===== config.mk =====
export PLATFORM = sky130hd
export DESIGN_NAME = reset_sequencer
export DESIGN_NICKNAME = d
export VERILOG_FILES = /design/src/rtl/reset_seq_pkg.sv /design/src/rtl/reset_seq_timer.sv /design/src/rtl/reset_sequencer.sv
export SDC_FILE = /design/constraint.sdc
export NUM_CORES = 1
export LEC_CHECK = 0
export ABC_AREA = 0
export CAP_MARGIN = 25
export CORE_AREA = 2 2 73 75
export DETAILED_ROUTE_END_ITERATION = 7
export DIE_AREA = 0 0 75 77
export PLACE_DENSITY = 0.68
export SKIP_CTS_REPAIR_TIMING = 1
export SLEW_MARGIN = 20
export SYNTH_ARGS = -nofsm -noshare
export SYNTH_HDL_FRONTEND = slang
export SYNTH_HIERARCHICAL = 1
export SYNTH_SLANG_ARGS = --single-unit

===== constraint.sdc =====
create_clock -name clk -period 7.6 [get_ports clk]
set_input_delay 0.76 -clock clk [delete_from_list [all_inputs] [get_ports clk]]
set_output_delay 0.76 -clock clk [all_outputs]
set_load 0.01 [all_outputs]

===== src/rtl/reset_seq_pkg.sv =====
// Shared types and default constants for the reset sequencer.
package reset_seq_pkg;

   // Sequencer states
   typedef enum logic [2:0] {
      ST_HOLD     = 3'd0,
      ST_WAIT_ACK = 3'd1,
      ST_GAP      = 3'd2,
      ST_RUN      = 3'd3,
      ST_FAULT    = 3'd4
   } seq_state_e;

   localparam int unsigned DefNumDomains   = 3;
   localparam int unsigned DefPowerOnDelay = 50000000;
   localparam int unsigned DefStageDelay   = 1000;
   localparam int unsigned DefAckTimeout   = 100000;

   // Largest of three delays, used to size the shared timer
   function automatic int unsigned max3(input int unsigned a,
                                        input int unsigned b,
                                        input int unsigned c);
      int unsigned m;
      m = a;
      if (b > m) m = b;
      if (c > m) m = c;
      return m;
   endfunction

endpackage


===== src/rtl/reset_seq_timer.sv =====
// Clearable up-counter with an equality terminal-count flag.
module reset_seq_timer #(
   parameter int unsigned Width = 8
) (
   input  logic             clk,
   input  logic             rst,
   input  logic             i_clr,
   input  logic             i_en,
   input  logic [Width-1:0] i_term,
   output logic             o_tc_c
);

   logic [Width-1:0] r_count;

   // Count register: clear wins over increment
   always_ff @(posedge clk or negedge rst) begin
      if (!rst) begin
         r_count <= '0;
      end else if (i_clr) begin
         r_count <= '0;
      end else if (i_en) begin
         r_count <= r_count + Width'(1);
      end
   end

   assign o_tc_c = (r_count == i_term);

endmodule


===== src/rtl/reset_sequencer.sv =====
// Releases downstream reset domains one at a time, waiting for each to
// acknowledge, and falls back to FAULT if an acknowledge is late or lost.
module reset_sequencer
   import reset_seq_pkg::*;
#(
   parameter int unsigned NumDomains   = DefNumDomains,
   parameter int unsigned PowerOnDelay = DefPowerOnDelay,
   parameter int unsigned StageDelay   = DefStageDelay,
   parameter int unsigned AckTimeout   = DefAckTimeout,
   parameter int unsigned TimerWidth   =
      $clog2(max3(PowerOnDelay, StageDelay, AckTimeout) + 1),
   localparam int unsigned IdxWidth    = (NumDomains > 1) ? $clog2(NumDomains) : 1
) (
   input  logic                  clk,
   input  logic                  rst,
   input  logic                  soft_req,
   input  logic [NumDomains-1:0] dom_ready,
   output logic [NumDomains-1:0] dom_rst,
   output logic                  all_ready,
   output logic                  fault,
   output logic [IdxWidth-1:0]   cur_idx
);

   localparam logic [IdxWidth-1:0]   LastIdx   = IdxWidth'(NumDomains - 1);
   localparam logic [NumDomains-1:0] AllOnes   = {NumDomains{1'b1}};
   localparam logic [TimerWidth-1:0] TermHold  = TimerWidth'(PowerOnDelay - 1);
   localparam logic [TimerWidth-1:0] TermAck   = TimerWidth'(AckTimeout - 1);
   localparam logic [TimerWidth-1:0] TermStage = TimerWidth'(StageDelay - 1);

   seq_state_e              r_state;
   seq_state_e              w_nxt_state;
   logic [NumDomains-1:0]   r_dom_rst;
   logic [NumDomains-1:0]   w_nxt_dom_rst;
   logic                    r_all_ready;
   logic                    w_nxt_all_ready;
   logic                    r_fault;
   logic                    w_nxt_fault;
   logic [IdxWidth-1:0]     r_cur_idx;
   logic [IdxWidth-1:0]     w_nxt_idx;
   logic                    w_tmr_clr;
   logic                    w_tmr_en;
   logic                    w_tmr_tc;
   logic [TimerWidth-1:0]   w_term;

   // Terminal count selected by the state currently being timed
   always_comb begin
      w_term = '0;
      case (r_state)
         ST_HOLD:     w_term = TermHold;
         ST_WAIT_ACK: w_term = TermAck;
         ST_GAP:      w_term = TermStage;
         default:     w_term = '0;
      endcase
   end

   reset_seq_timer #(
      .Width (TimerWidth)
   ) u_timer (
      .clk    (clk),
      .rst    (rst),
      .i_clr  (w_tmr_clr),
      .i_en   (w_tmr_en),
      .i_term (w_term),
      .o_tc_c (w_tmr_tc)
   );

   // State and registered outputs
   always_ff @(posedge clk or negedge rst) begin
      if (!rst) begin
         r_state     <= ST_HOLD;
         r_dom_rst   <= AllOnes;
         r_all_ready <= 1'b0;
         r_fault     <= 1'b0;
         r_cur_idx   <= '0;
      end else begin
         r_state     <= w_nxt_state;
         r_dom_rst   <= w_nxt_dom_rst;
         r_all_ready <= w_nxt_all_ready;
         r_fault     <= w_nxt_fault;
         r_cur_idx   <= w_nxt_idx;
      end
   end

   // Next-state, next-output and timer control; soft_req overrides everything
   always_comb begin
      w_nxt_state     = r_state;
      w_nxt_dom_rst   = r_dom_rst;
      w_nxt_all_ready = r_all_ready;
      w_nxt_fault     = r_fault;
      w_nxt_idx       = r_cur_idx;
      w_tmr_clr       = 1'b0;
      w_tmr_en        = 1'b0;

      case (r_state)
         ST_HOLD: begin
            if (w_tmr_tc) begin
               w_nxt_dom_rst[r_cur_idx] = 1'b0;
               w_nxt_state              = ST_WAIT_ACK;
               w_tmr_clr                = 1'b1;
            end else begin
               w_tmr_en = 1'b1;
            end
         end

         ST_WAIT_ACK: begin
            if (dom_ready[r_cur_idx]) begin
               w_tmr_clr = 1'b1;
               if (r_cur_idx == LastIdx) begin
                  w_nxt_state     = ST_RUN;
                  w_nxt_all_ready = 1'b1;
               end else begin
                  w_nxt_state = ST_GAP;
               end
            end else if (w_tmr_tc) begin
               w_tmr_clr       = 1'b1;
               w_nxt_state     = ST_FAULT;
               w_nxt_dom_rst   = AllOnes;
               w_nxt_all_ready = 1'b0;
               w_nxt_fault     = 1'b1;
            end else begin
               w_tmr_en = 1'b1;
            end
         end

         ST_GAP: begin
            if (w_tmr_tc) begin
               w_nxt_idx                = r_cur_idx + IdxWidth'(1);
               w_nxt_dom_rst[w_nxt_idx] = 1'b0;
               w_nxt_state              = ST_WAIT_ACK;
               w_tmr_clr                = 1'b1;
            end else begin
               w_tmr_en = 1'b1;
            end
         end

         ST_RUN: begin
            if (dom_ready != AllOnes) begin
               w_tmr_clr       = 1'b1;
               w_nxt_state     = ST_FAULT;
               w_nxt_dom_rst   = AllOnes;
               w_nxt_all_ready = 1'b0;
               w_nxt_fault     = 1'b1;
            end
         end

         ST_FAULT: begin
            w_nxt_state = ST_FAULT;
         end

         default: begin
            w_nxt_state     = ST_HOLD;
            w_nxt_dom_rst   = AllOnes;
            w_nxt_all_ready = 1'b0;
            w_nxt_fault     = 1'b0;
            w_nxt_idx       = '0;
            w_tmr_clr       = 1'b1;
         end
      endcase

      if (soft_req) begin
         w_nxt_state     = ST_HOLD;
         w_nxt_dom_rst   = AllOnes;
         w_nxt_all_ready = 1'b0;
         w_nxt_fault     = 1'b0;
         w_nxt_idx       = '0;
         w_tmr_clr       = 1'b1;
         w_tmr_en        = 1'b0;
      end
   end

   assign dom_rst   = r_dom_rst;
   assign all_ready = r_all_ready;
   assign fault     = r_fault;
   assign cur_idx   = r_cur_idx;

endmodule


* Word level (Yosys, flattened, before mapping)
Index checks and enable logic that the tools add are counted.
** Storage, ports and cells
- Memory bits (writable) :: 0
- ROM bits :: 0
- Latch bits :: 0
- Output and inout port bits :: 7
- Register bits after elaboration :: 36
- Memories kept :: 0
** Cells by class
- Shifts and indexed selects :: 0
- Divide/modulo/power cells :: 0
- Bitwise logic cells :: 4
- Add/subtract/negate cells :: 2
- $mul :: 0
- Equality and inequality tests :: 18
- Multiplexer cells :: 46
- Order comparisons :: 4
- Reduce and logical (&&, ||, !) cells :: 12
** Operators with widths (count)
- case mux 26 bit (3 select lines) :: 1
- two-way mux 26 bit :: 2
- two-way mux 3 bit :: 11
- adder 26 x 1 -> 26 bit (second input constant) :: 1
- == test 26 bit :: 1
- two-way mux 1 bit :: 20
- case mux 3 bit (5 select lines) :: 1
- case mux 3 bit (4 select lines) :: 1
- != test 3 x 2 -> 1 bit (second input constant) :: 3
- != test 3 bit (second input constant) :: 3
- AND reduction 4 bit :: 2
- bitwise AND 3 bit :: 2
- == test 3 x 2 -> 1 bit (second input constant) :: 2
- less-than comparator 2 x 3 -> 1 bit (second input constant) :: 2
- inverter 3 bit :: 2
- case mux 1 bit (3 select lines) :: 2
- AND reduction 6 bit :: 1
- demux 1 bit (select 2 bit) :: 2
- >= comparator 2 x 1 -> 1 bit (second input constant) :: 2
- two-way mux 2 bit :: 2
- != test 2 x 1 -> 1 bit (second input constant) :: 2
- != test 4 x 3 -> 1 bit (second input constant) :: 1
- != test 4 bit (second input constant) :: 1
- case mux 1 bit (4 select lines) :: 1
- other kinds (17) :: 18

* Depth between registers and ports, before layout
Gate-level depths: netlist (run 1).
- Depth in word-level cells :: 10
- Depth in mapped cells :: 17

* Hierarchy
Netlist (run 1), hierarchy kept.
** By module, submodules not included
- reset_seq_timer :: instances 1, cells an instance 176, sequential area each 650.6 sq um, area each 1644.1 sq um
- reset_sequencer :: instances 1, cells an instance 84, sequential area each 254.0 sq um, area each 777.0 sq um

* Worst setup path after synthesis (run 1)
No wires, ideal clock.
- Path kind :: reg2reg
- From :: register r_state[0]
- To :: register u_timer.r_count[24]
- Arrival time :: 4.248 ns
- Data required time :: 7.522 ns
- Cell stages (with the launch flop) :: 15
- Slack :: 3.274 ns
- Cell sequence :: dfrtp_1 -> buf_2 -> nor3_1 -> xor2_1 -> nor4_1 -> nand3_1 -> nor4_1 -> clkbuf_1 -> a2bb2oi_1 -> o211ai_1 -> buf_2 -> o21ai_1 -> or3_4 -> or4_1 -> a21oi_1
** Between the ends
- Longest elaborated chain between the ends :: 8
- Elaborated cells between the ends (all ways) :: 18
- Those cells by class :: eq/ne (5); mux (10); reduce/logical (3)
** Ends and longest elaborated chain
- start: declaration :: line reset_sequencer.sv:30 : seq_state_e r_state;
- start signal: assignment :: line reset_sequencer.sv:76 : r_state <= w_nxt_state;
- == test 3 x 2 -> 1 bit, or another cell as far along :: line reset_sequencer.sv:48 : case (r_state)
- case mux 26 bit (3 select lines) (*) :: line reset_sequencer.sv:48
- named net w_term[12] :: line reset_sequencer.sv:43 : logic [TimerWidth-1:0] w_term;
- == test 26 bit (*) :: line reset_seq_timer.sv:26 : assign o_tc_c = (r_count == i_term);
- named net w_tmr_tc :: line reset_sequencer.sv:42 : logic w_tmr_tc;
- two-way mux 1 bit (*) :: line reset_sequencer.sv:96, reset_sequencer.sv:114, reset_sequencer.sv:126
- two-way mux 1 bit :: line reset_sequencer.sv:106 : if (dom_ready[r_cur_idx]) begin
- case mux 1 bit (4 select lines) (*) :: line reset_sequencer.sv:94 : case (r_state)
- two-way mux 1 bit (*) :: line reset_sequencer.sv:160 : if (soft_req) begin
- named net w_tmr_clr :: line reset_sequencer.sv:40 : logic w_tmr_clr;
- two-way mux 26 bit or nonzero test 2 bit (tied branches)
- end signal: assignment :: line reset_seq_timer.sv:22 : r_count <= r_count + Width'(1);
- end: declaration :: line reset_seq_timer.sv:13 : logic [Width-1:0] r_count;
The timed path passes the listed nets; every way through them passes the cells marked *.
A chain may end at the register's enable or synchronous reset.

* Worst setup path in the final report (run 1)
- From :: register r_state[2]
- To :: register u_timer.r_count[25]
Same word-level chain as after synthesis.

==> results of run 1 <==
-- worst paths after layout --
path                             from             endpoint  slack [ps]  cells after the start
setup / recovery           r_state[2]  u_timer/r_count[25]        2980                     15
hold / removal              all_ready            all_ready         520                      1
setup reg to reg           r_state[2]  u_timer/r_count[25]        2980                     15
hold reg to reg             all_ready            all_ready         520                      1
max in group asynchronous         rst  u_timer/r_count[25]        6530                      1
min in group asynchronous         rst           cur_idx[0]         560                      1
-- registers in the layout, summed over array words and instances, names as in the netlist --
| register | cells |
|---|---|
| u_timer/r_count | 26 |
| r_state | 3 |
| dom_rst | 3 |
| fault | 1 |
| all_ready | 1 |
| cur_idx | 2 |
-- logic make-up after synthesis --
logic type | share of synthesized area [%]
buffers and inverters | 5.374
DFF | 37.36
and+or+nand+nor | 23.26
xor gates and xnor gates | 13.38
adders and majority gates | 2.584
other | 0.1549
muxes | 2.532
AOI/OAI and AO/OA | 15.35
-- placed cells by master (no fill, tap or decap), types with 2 or more instances in the layout --
master	instances
o31ai_1	5
o21ai_1	3
ha_1	5
inv_1	14
mux2i_1	5
a21oi_1	16
a211o_1	2
dfrtp_1	33
clkdlybuf4s50_1	11
and3_1	4
buf_4	3
nor3_1	3
nor2b_1	2
xnor2_1	20
clkbuf_8	5
or3_2	2
conb_1	3
a22oi_1	2
o2111ai_1	3
xor2_1	17
or3_1	6
nand4_1	5
or4_1	5
nand3_1	12
nor4_1	8
dfstp_2	3
o21ai_0	11
nor2_1	18
and4_1	3
or3_4	2
nand2_1	13
o211ai_1	3
-- metal layers --
layer  wire (µm)  part of all wire [%]  vias to the layer above
li1            -                     -                      960
met1        2449                    50                      928
met2        2270                    46                       37
met3         149                   3.0                        4
met4          27                  0.55                        0
met5           0                     0                        -
-- per-stage QoR --
stage,instances,hold slack [ps]
after CTS,343,530.3
after global routing,343,556.6
after floorplan,262,464.4
after global placement,335,506.4
final,343,524.6
after detailed placement,335,512.3
-- cell type report --
cell class / instances / share of cell area (%)
Multi-Input combinational cell: 200 / 51.93
Clock inverter: 2 / 1.305
Clock buffer: 6 / 2.704
Tap cell: 70 / 3.263
Timing Repair Buffer: 15 / 5.128
Sequential cell: 36 / 33.71
Inverter: 14 / 1.958
-- critical path, delay by kind of cell (launching register included) --
family	cells	cell delay, ps
flip-flops	1	580
AO/OA/AOI/OAI	3	1030
XOR/XNOR	1	150
buffers and inverters	2	350
AND/OR/NAND/NOR	8	2020
multiplexers	1	360
-- power by group through the flow --
| stage | clock network [mW] | registers, mW | logic, mW |
|---|---|---|---|
| after global placement | 0 | 0.198 | 0.0184 |
| after global routing | 0.180 | 0.194 | 0.0209 |
| final | 0.164 | 0.194 | 0.0181 |
| after detailed placement | 0 | 0.198 | 0.0186 |
| after CTS | 0.172 | 0.194 | 0.0186 |
| after floorplan | 0 | 0.198 | 0.00982 |
==> results.json, run 1 <==
{
  "crit_arrival_ps": 4780,
  "async_reset_ff_share_pct": 100.0,
  "synth_edf_count": 0,
  "p_sw_share_pct": 21.39,
  "root_buffer": "clkbuf_8",
  "power_density_nw_per_um2": 140.4,
  "numCtsBuffers": 5,
  "yosysTopAreaCell": "dfrtp_1",
  "finalPower_uw": 376.7,
  "clk_pin_slew_ps": 70,
  "cpPeakStageDelay_ps": 590,
  "ys_top_cells_by_area": "dfrtp_1 34%, xnor2_1 7.2%, xor2_1 6.1%",
  "coreArea_um2": 4977,
  "period_needed_ps": 4616,
  "seq_power_share_pct": 51.6,
  "initial_core_util_pct": 48.64,
  "cts.sinks": 36,
  "grt_use_met2_pct": 28.86,
  "first_global_vias": 1807,
  "worstMarginPinSlew_ps": 802.1,
  "met1_usage_pct": 27.55,
  "synth_commonest_cells": "33 x dfrtp_1, 20 x xnor2_1, 18 x nor2_1",
  "dieArea_um2": 5775,
  "worstSetupPathType": "reg2reg",
  "drt-pass1-iter-count": 4,
  "nets": 283,
  "rsz0062_at_grt": "false",
  "slew_violations": 0,
  "setup_viol": 0,
  "drtIter0Drc": 76,
  "post-route-period-util_pct": 60.74,
  "area_delta_synth_final_pct": 10.85,
  "area.sequential_um2": 904.6,
  "cp_max_fo": 13,
  "cp-start-kind": "register",
  "antenna_left": 0,
  "ys_seq_area_share_pct": 37.36,
  "synth-seq-cells": 36,
  "wl_per_cell_um": 14.28,
  "utilization_pct": 53.92,
  "antenna_found_initial": 0,
  "gp_congestion": 0.8868,
  "maxCapViolCount": 0,
  "vdd_drop_max_mv": 0.07435,
  "report.final.hold_viol_count": 0,
  "grt_overflow": 0,
  "intPower_uw": 296.1,
  "maxSlewHeadroom_pct": 46.53,
  "fmax_ghz": 0.2166,
  "leakagePower_nw": 1.043,
  "fin_worst_skew_ps": 6.413,
  "yosysWarnings": 6,
  "fillers": 462,
  "diodes": 0,
  "rows": 26,
  "hp-class": "reg2reg",
  "place_area_um2": 2576,
  "track_usage_pct": 18.95,
  "clk_path_buf_depth": 2,
  "finalInstanceArea_um2": 2684,
  "grt_pass1_wl_um": 8618,
  "fp.dieH_um": 77,
  "yosysUniqueCellTypes": 57,
  "pwr-share-clk_pct": 43.6,
  "synth_area_um2": 2421,
  "met3_usage_pct": 3.942,
  "crit_chain": "nor2_2, nand2_1, inv_1, or2_2, xor2_1, nor4_1, nand3_1, nor4_1, buf_4, a2bb2oi_1, o211ai_1, o211ai_1, or3_4, nor4_2, mux2_1",
  "crit_required_ps": 7760,
  "yosysMostFrequentCell": "dfrtp_1",
  "routed_via_density": 5.624,
  "syn_area_per_cell_um2": 9.312,
  "wirelength_um": 4897,
  "p_sw_uw": 80.60,
  "status": "finished, final reports clean",
  "cpMaxStageDelayCell": "o211ai_1",
  "syn_inst": 260,
  "setup_ws_ps": 2984,
  "end_kind": "register",
  "clock_insertion_delay_worst_skew_ps": 280,
  "grt_max_degree": 37,
  "drive_above_1_share_pct": 9.524,
  "ioPinCount": 13,
  "cts_max_level": 2,
  "busiest_layer": "met2",
  "hpwl_um": 3550,
  "drc_errors": 0,
  "io_buffers": 12,
  "die_width_um": 75,
  "synth_flop_cell": "dfrtp_1",
  "yosysTopAreaCellShare_pct": 34.11,
  "vias": 1929,
  "preCtsSetupSlack_ps": 3009,
  "combPwrFrac_pct": 4.8,
  "cts_tree": "yes",
  "setup-tns-final_ps": 0,
  "multi_input_area_um2": 1394
}
No activity file was read; power rests on OpenSTA's default activity.
==> run 2, diff against run 1 <==
- clock period: 7.6 -> 4.6 ns (I/O delays scaled with it)
==> results.json, run 2 (synthesis gave the netlist of run 1 again) <==
{
  "status": "finished, final reports clean",
  "drc_errors": 0,
  "routed_via_density": 5.699,
  "finalInstanceArea_um2": 2706,
  "hpwl_um": 3666,
  "period_needed_ps": 4271,
  "cts.sinks": 36,
  "ioPinCount": 13,
  "layout_common_cells": "33 x dfrtp_1, 20 x xnor2_1, 18 x nor2_1",
  "dp_cells": 338,
  "vias": 1972,
  "utilization_pct": 54.37,
  "clock_insertion_delay_worst_skew_ps": 290,
  "worstSetupPathType": "reg2reg",
  "wl_per_cell_um": 14.41,
  "setup_viol": 0,
  "cts_max_level": 2,
  "cp-start-kind": "register",
  "place_area_um2": 2599,
  "preCtsSetupSlack_ps": 389.1,
  "first_global_vias": 1822,
  "maxSlewHeadroom_pct": 46.99,
  "slew_violations": 0,
  "worstMarginPinSlew_ps": 795.2,
  "antenna_left": 0,
  "dieArea_um2": 5775,
  "report.final.hold_viol_count": 0,
  "antenna_found_initial": 0,
  "drt-pass1-iter-count": 4,
  "setup-tns-final_ps": 0,
  "clk_pin_slew_ps": 80,
  "largest_register": "u_timer/r_count",
  "wirelength_um": 4986,
  "post-route-period-util_pct": 92.85,
  "grt_max_degree": 37,
  "io_buffers": 12,
  "fmax_ghz": 0.2341,
  "numCtsBuffers": 5,
  "drtIter0Drc": 183,
  "nets": 286,
  "power_density_nw_per_um2": 231.0,
  "initial_core_util_pct": 48.64,
  "maxCapViolCount": 0,
  "cts_tree": "yes",
  "rsz0062_at_grt": "false",
  "hp-class": "in2async",
  "reg2reg_depth": 15,
  "hold_slack_ps": 239.1,
  "largest_reg_flops": 26,
  "setup_ws_ps": 329.0,
  "area_delta_synth_final_pct": 11.78,
  "diodes": 0,
  "fin_cells": 346,
  "coreArea_um2": 4977,
  "root_buffer": "clkbuf_8",
  "clk_path_buf_depth": 2,
  "grt_pass1_wl_um": 8645,
  "vdd_drop_max_mv": 0.1334,
  "finalPower_uw": 625.3,
  "crit_required_ps": 4810,
  "grt_overflow": 0,
  "end_kind": "register",
  "track_usage_pct": 19.07,
  "die_width_um": 75,
  "worst-r2r-setup-slack_ps": 330,
  "fin_worst_skew_ps": 11.08,
  "fp.dieH_um": 77,
  "drive_above_1_share_pct": 10.51,
  "crit_arrival_ps": 4480,
  "gp_congestion": 0.8729,
  "cp_max_fo": 15,
  "rows": 26,
  "leakagePower_nw": 1.056,
  "final_common_cell": "dfrtp_1"
}
## run 2: changes by cell type in the layout (fill, tap and decap cells not counted), sizes merged
| cell | change |
|---|---|
| buf | +3 |
## run 2: power breakdown
part	switching (mW)	total (mW)	internal [mW]
combinational	0.0199	0.0309	0.0109
clock	0.113	0.274	0.161
sequential	0.00261	0.321	0.318
total	0.135	0.625	0.490
## run 2: layout make-up
class | instances | area, µm²
fill | 484 | 2271
multi-input combinational | 200 | 1394
sequential | 36 | 904.6
timing repair buffer | 18 | 160.2
tap | 70 | 87.58
clock buffer | 6 | 72.57
inverter | 14 | 52.55
clock inverter | 2 | 35.03
## run 2: final timing paths
check	end	startpoint
worst max-delay path	u_timer/r_count[23]	r_state[2]
worst min-delay path	cur_idx[1]	rst
worst max register to register	u_timer/r_count[23]	r_state[2]
worst min register to register	fault	fault
max in group asynchronous	u_timer/r_count[24]	rst
min in group clk	fault	fault
## run 2: metal layers
| layer | up-vias | GRT usage, % | wire (µm) |
|---|---|---|---|
| li1 | 965 | - | - |
| met5 | - | 0 | 0 |
| met2 | 39 | 30.18 | 2355 |
| met4 | 0 | 4.286 | 38 |
| met1 | 964 | 26.86 | 2411 |
| met3 | 4 | 3.548 | 179 |
## run 2: worst max-delay path, cell delays in order (launching register included)
cell,delay [ps]
dfrtp_1,600
nor2_2,90
nand2_1,100
inv_1,140
or2_2,360
xor2_1,150
nor4_1,250
nand3_1,110
nor4_1,400
a2bb2oi_1,150
o211ai_1,330
buf_4,270
o211ai_1,140
or3_4,420
or4_1,520
a21oi_1,170
==> run 3, diff against run 2 <==
- CORE_AREA: 2 2 73 75 -> 2 2 75 77
- DIE_AREA: 0 0 75 77 -> 0 0 77 79
- PLACE_DENSITY: 0.68 -> 0.67
- SYNTH_HIERARCHICAL: 1 -> unset
==> results.json, run 3 <==
{
  "status": "finished, final reports clean",
  "yosysTopAreaCell": "dfrtp_1",
  "slew_violations": 0,
  "synth_area_um2": 2526,
  "fin_worst_skew_ps": 3.834,
  "numCtsBuffers": 5,
  "yosysTopAreaCellShare_pct": 32.69,
  "drive_above_1_share_pct": 9.091,
  "cts.sinks": 36,
  "place_area_um2": 2621,
  "yosysUniqueCellTypes": 60,
  "utilization_pct": 50.84,
  "root_buffer": "clkbuf_8",
  "final_common_cell": "dfrtp_1",
  "syn_area_per_cell_um2": 8.895,
  "worst-r2r-setup-slack_ps": 1520,
  "dieArea_um2": 6083,
  "vias": 2231,
  "grt_use_met2_pct": 33.42,
  "synth_flop_cell": "dfrtp_1",
  "drt-pass1-iter-count": 4,
  "leakagePower_nw": 1.055,
  "crit_start": "r_state[2]",
  "first_global_vias": 2071,
  "rows": 27,
  "cp_max_fo": 25,
  "reg2reg_from": "r_state[2]",
  "fin_cells": 358,
  "met3_usage_pct": 3.864,
  "drc_errors": 0,
  "yosysWarnings": 0,
  "hpwl_um": 4141,
  "diodes": 0,
  "clock_insertion_delay_worst_skew_ps": 290,
  "die_width_um": 77,
  "crit_required_ps": 4780,
  "cp-start-kind": "register",
  "hp-class": "in2async",
  "crit_buf_inv": 1,
  "async_reset_ff_share_pct": 100.0,
  "ys_top_cells_by_area": "dfrtp_1 33%, xor2_1 4.2%, and3_1 4.0%",
  "setup_viol": 0,
  "reg2reg_depth": 7,
  "rsz0062_at_grt": "false",
  "syn_inst": 284,
  "reg2reg_to": "u_timer.r_count[0]",
  "post-route-period-util_pct": 66.86,
  "antenna_left": 0,
  "maxSlewHeadroom_pct": 39.81,
  "power_density_nw_per_um2": 223.0,
  "crit_arrival_ps": 3260,
  "yosysMostFrequentCell": "dfrtp_1",
  "period_needed_ps": 3075,
  "path_delay_family": "simple AND/OR/NAND/NOR gates",
  "layout_common_cells": "33 x dfrtp_1, 20 x nand2_1, 19 x nand3_1",
  "clk_pin_slew_ps": 70,
  "gp_congestion": 0.8812,
  "crit_chain": "a21o_1, nor4b_1, o211ai_1, nor4_4, buf_4, o21ai_0, a211oi_1",
  "wirelength_um": 5911,
  "maxCapViolCount": 0,
  "ioPinCount": 13,
  "area_delta_synth_final_pct": 7.429,
  "grt_max_degree": 37,
  "track_usage_pct": 20.91,
  "end_kind": "register",
  "synth_commonest_cells": "33 x dfrtp_1, 20 x nand2_1, 19 x nand3_1",
  "routed_via_density": 6.232,
  "worstSetupPathType": "reg2reg",
  "largest_reg_flops": 26,
  "coreArea_um2": 5338,
  "fmax_ghz": 0.3252,
  "met1_usage_pct": 29.66,
  "cts_tree": "yes",
  "vdd_drop_max_mv": 0.1454,
  "cpPeakStageDelay_ps": 890,
  "initial_core_util_pct": 47.33,
  "report.final.hold_viol_count": 0,
  "finalInstanceArea_um2": 2714,
  "dp_cells": 350,
  "fillers": 538,
  "busiest_layer": "met2",
  "grt_overflow": 0,
  "largest_register": "u_timer.r_count",
  "ys_seq_area_share_pct": 35.81,
  "fp.dieH_um": 79,
  "cpMaxStageDelayCell": "dfrtp_1",
  "synth_fp_nets": 295,
  "cts_max_level": 2,
  "finalPower_uw": 605.1,
  "worstMarginPinSlew_ps": 902.9,
  "setup-tns-final_ps": 0,
  "nets": 296,
  "io_buffers": 12,
  "antenna_found_initial": 0,
  "synth_edf_count": 0,
  "wl_per_cell_um": 16.51,
  "synth-seq-cells": 36,
  "grt_pass1_wl_um": 10290,
  "clk_path_buf_depth": 2,
  "drtIter0Drc": 166
}
==> run 3: cells by family (layout without fill, tap and decap cells) <==
kind of cell	count (synthesis)	count (layout)	synth area share [%]
buf+inv	26	28	6.191
xor+xnor	15	15	5.201
flops	36	36	35.81
simple gates	131	131	29.12
compound gates	67	67	19.61
mux	4	4	1.585
fa+ha+maj	5	5	2.476
==> run 3: routing by layer <==
layer | vias up | share of wire (%)
li1 | 1087 | -
met1 | 1090 | 48
met2 | 49 | 47
met3 | 5 | 4.2
met4 | 0 | 0.93
met5 | - | 0
==> run 3: worst max path at each step <==
stage | cells past startpoint | endpoint | slack, ps
floorplan | 8 | u_timer.r_count[11] | 2110
global placement | 6 | u_timer.r_count[5] | 1640
detailed placement | 7 | u_timer.r_count[0] | 1540
CTS | 7 | u_timer.r_count[0] | 1520
global route | 7 | u_timer.r_count[0] | 1160
finish | 7 | u_timer.r_count[0] | 1520
==> run 3: area by class of cell <==
| class | instances | area, µm² | area share (%) |
|---|---|---|---|
| Tap cell | 72 | 90.09 | 3.320 |
| Clock inverter | 2 | 10.01 | 0.3688 |
| Timing Repair Buffer | 14 | 130.1 | 4.795 |
| Sequential cell | 36 | 904.6 | 33.33 |
| Clock buffer | 6 | 82.58 | 3.043 |
| Inverter | 6 | 22.52 | 0.8299 |
| Multi-Input combinational cell | 222 | 1474 | 54.31 |
==> run 3: report_power, final <==
group,switching (mW),leakage (nW),internal [mW]
sequential,0.00528,0.488,0.320
combinational,0.0265,0.516,0.0172
clock,0.116,0.0510,0.120
==> run 3: metrics by stage <==
step | hold WS [ps] | setup WS (ps)
after floorplan | 164.4 | 2114
after global placement | 467.7 | 1637
after detailed placement | 486.8 | 1537
after CTS | 299.5 | 1523
after global routing | 332.0 | 1163
final | 259.5 | 1525
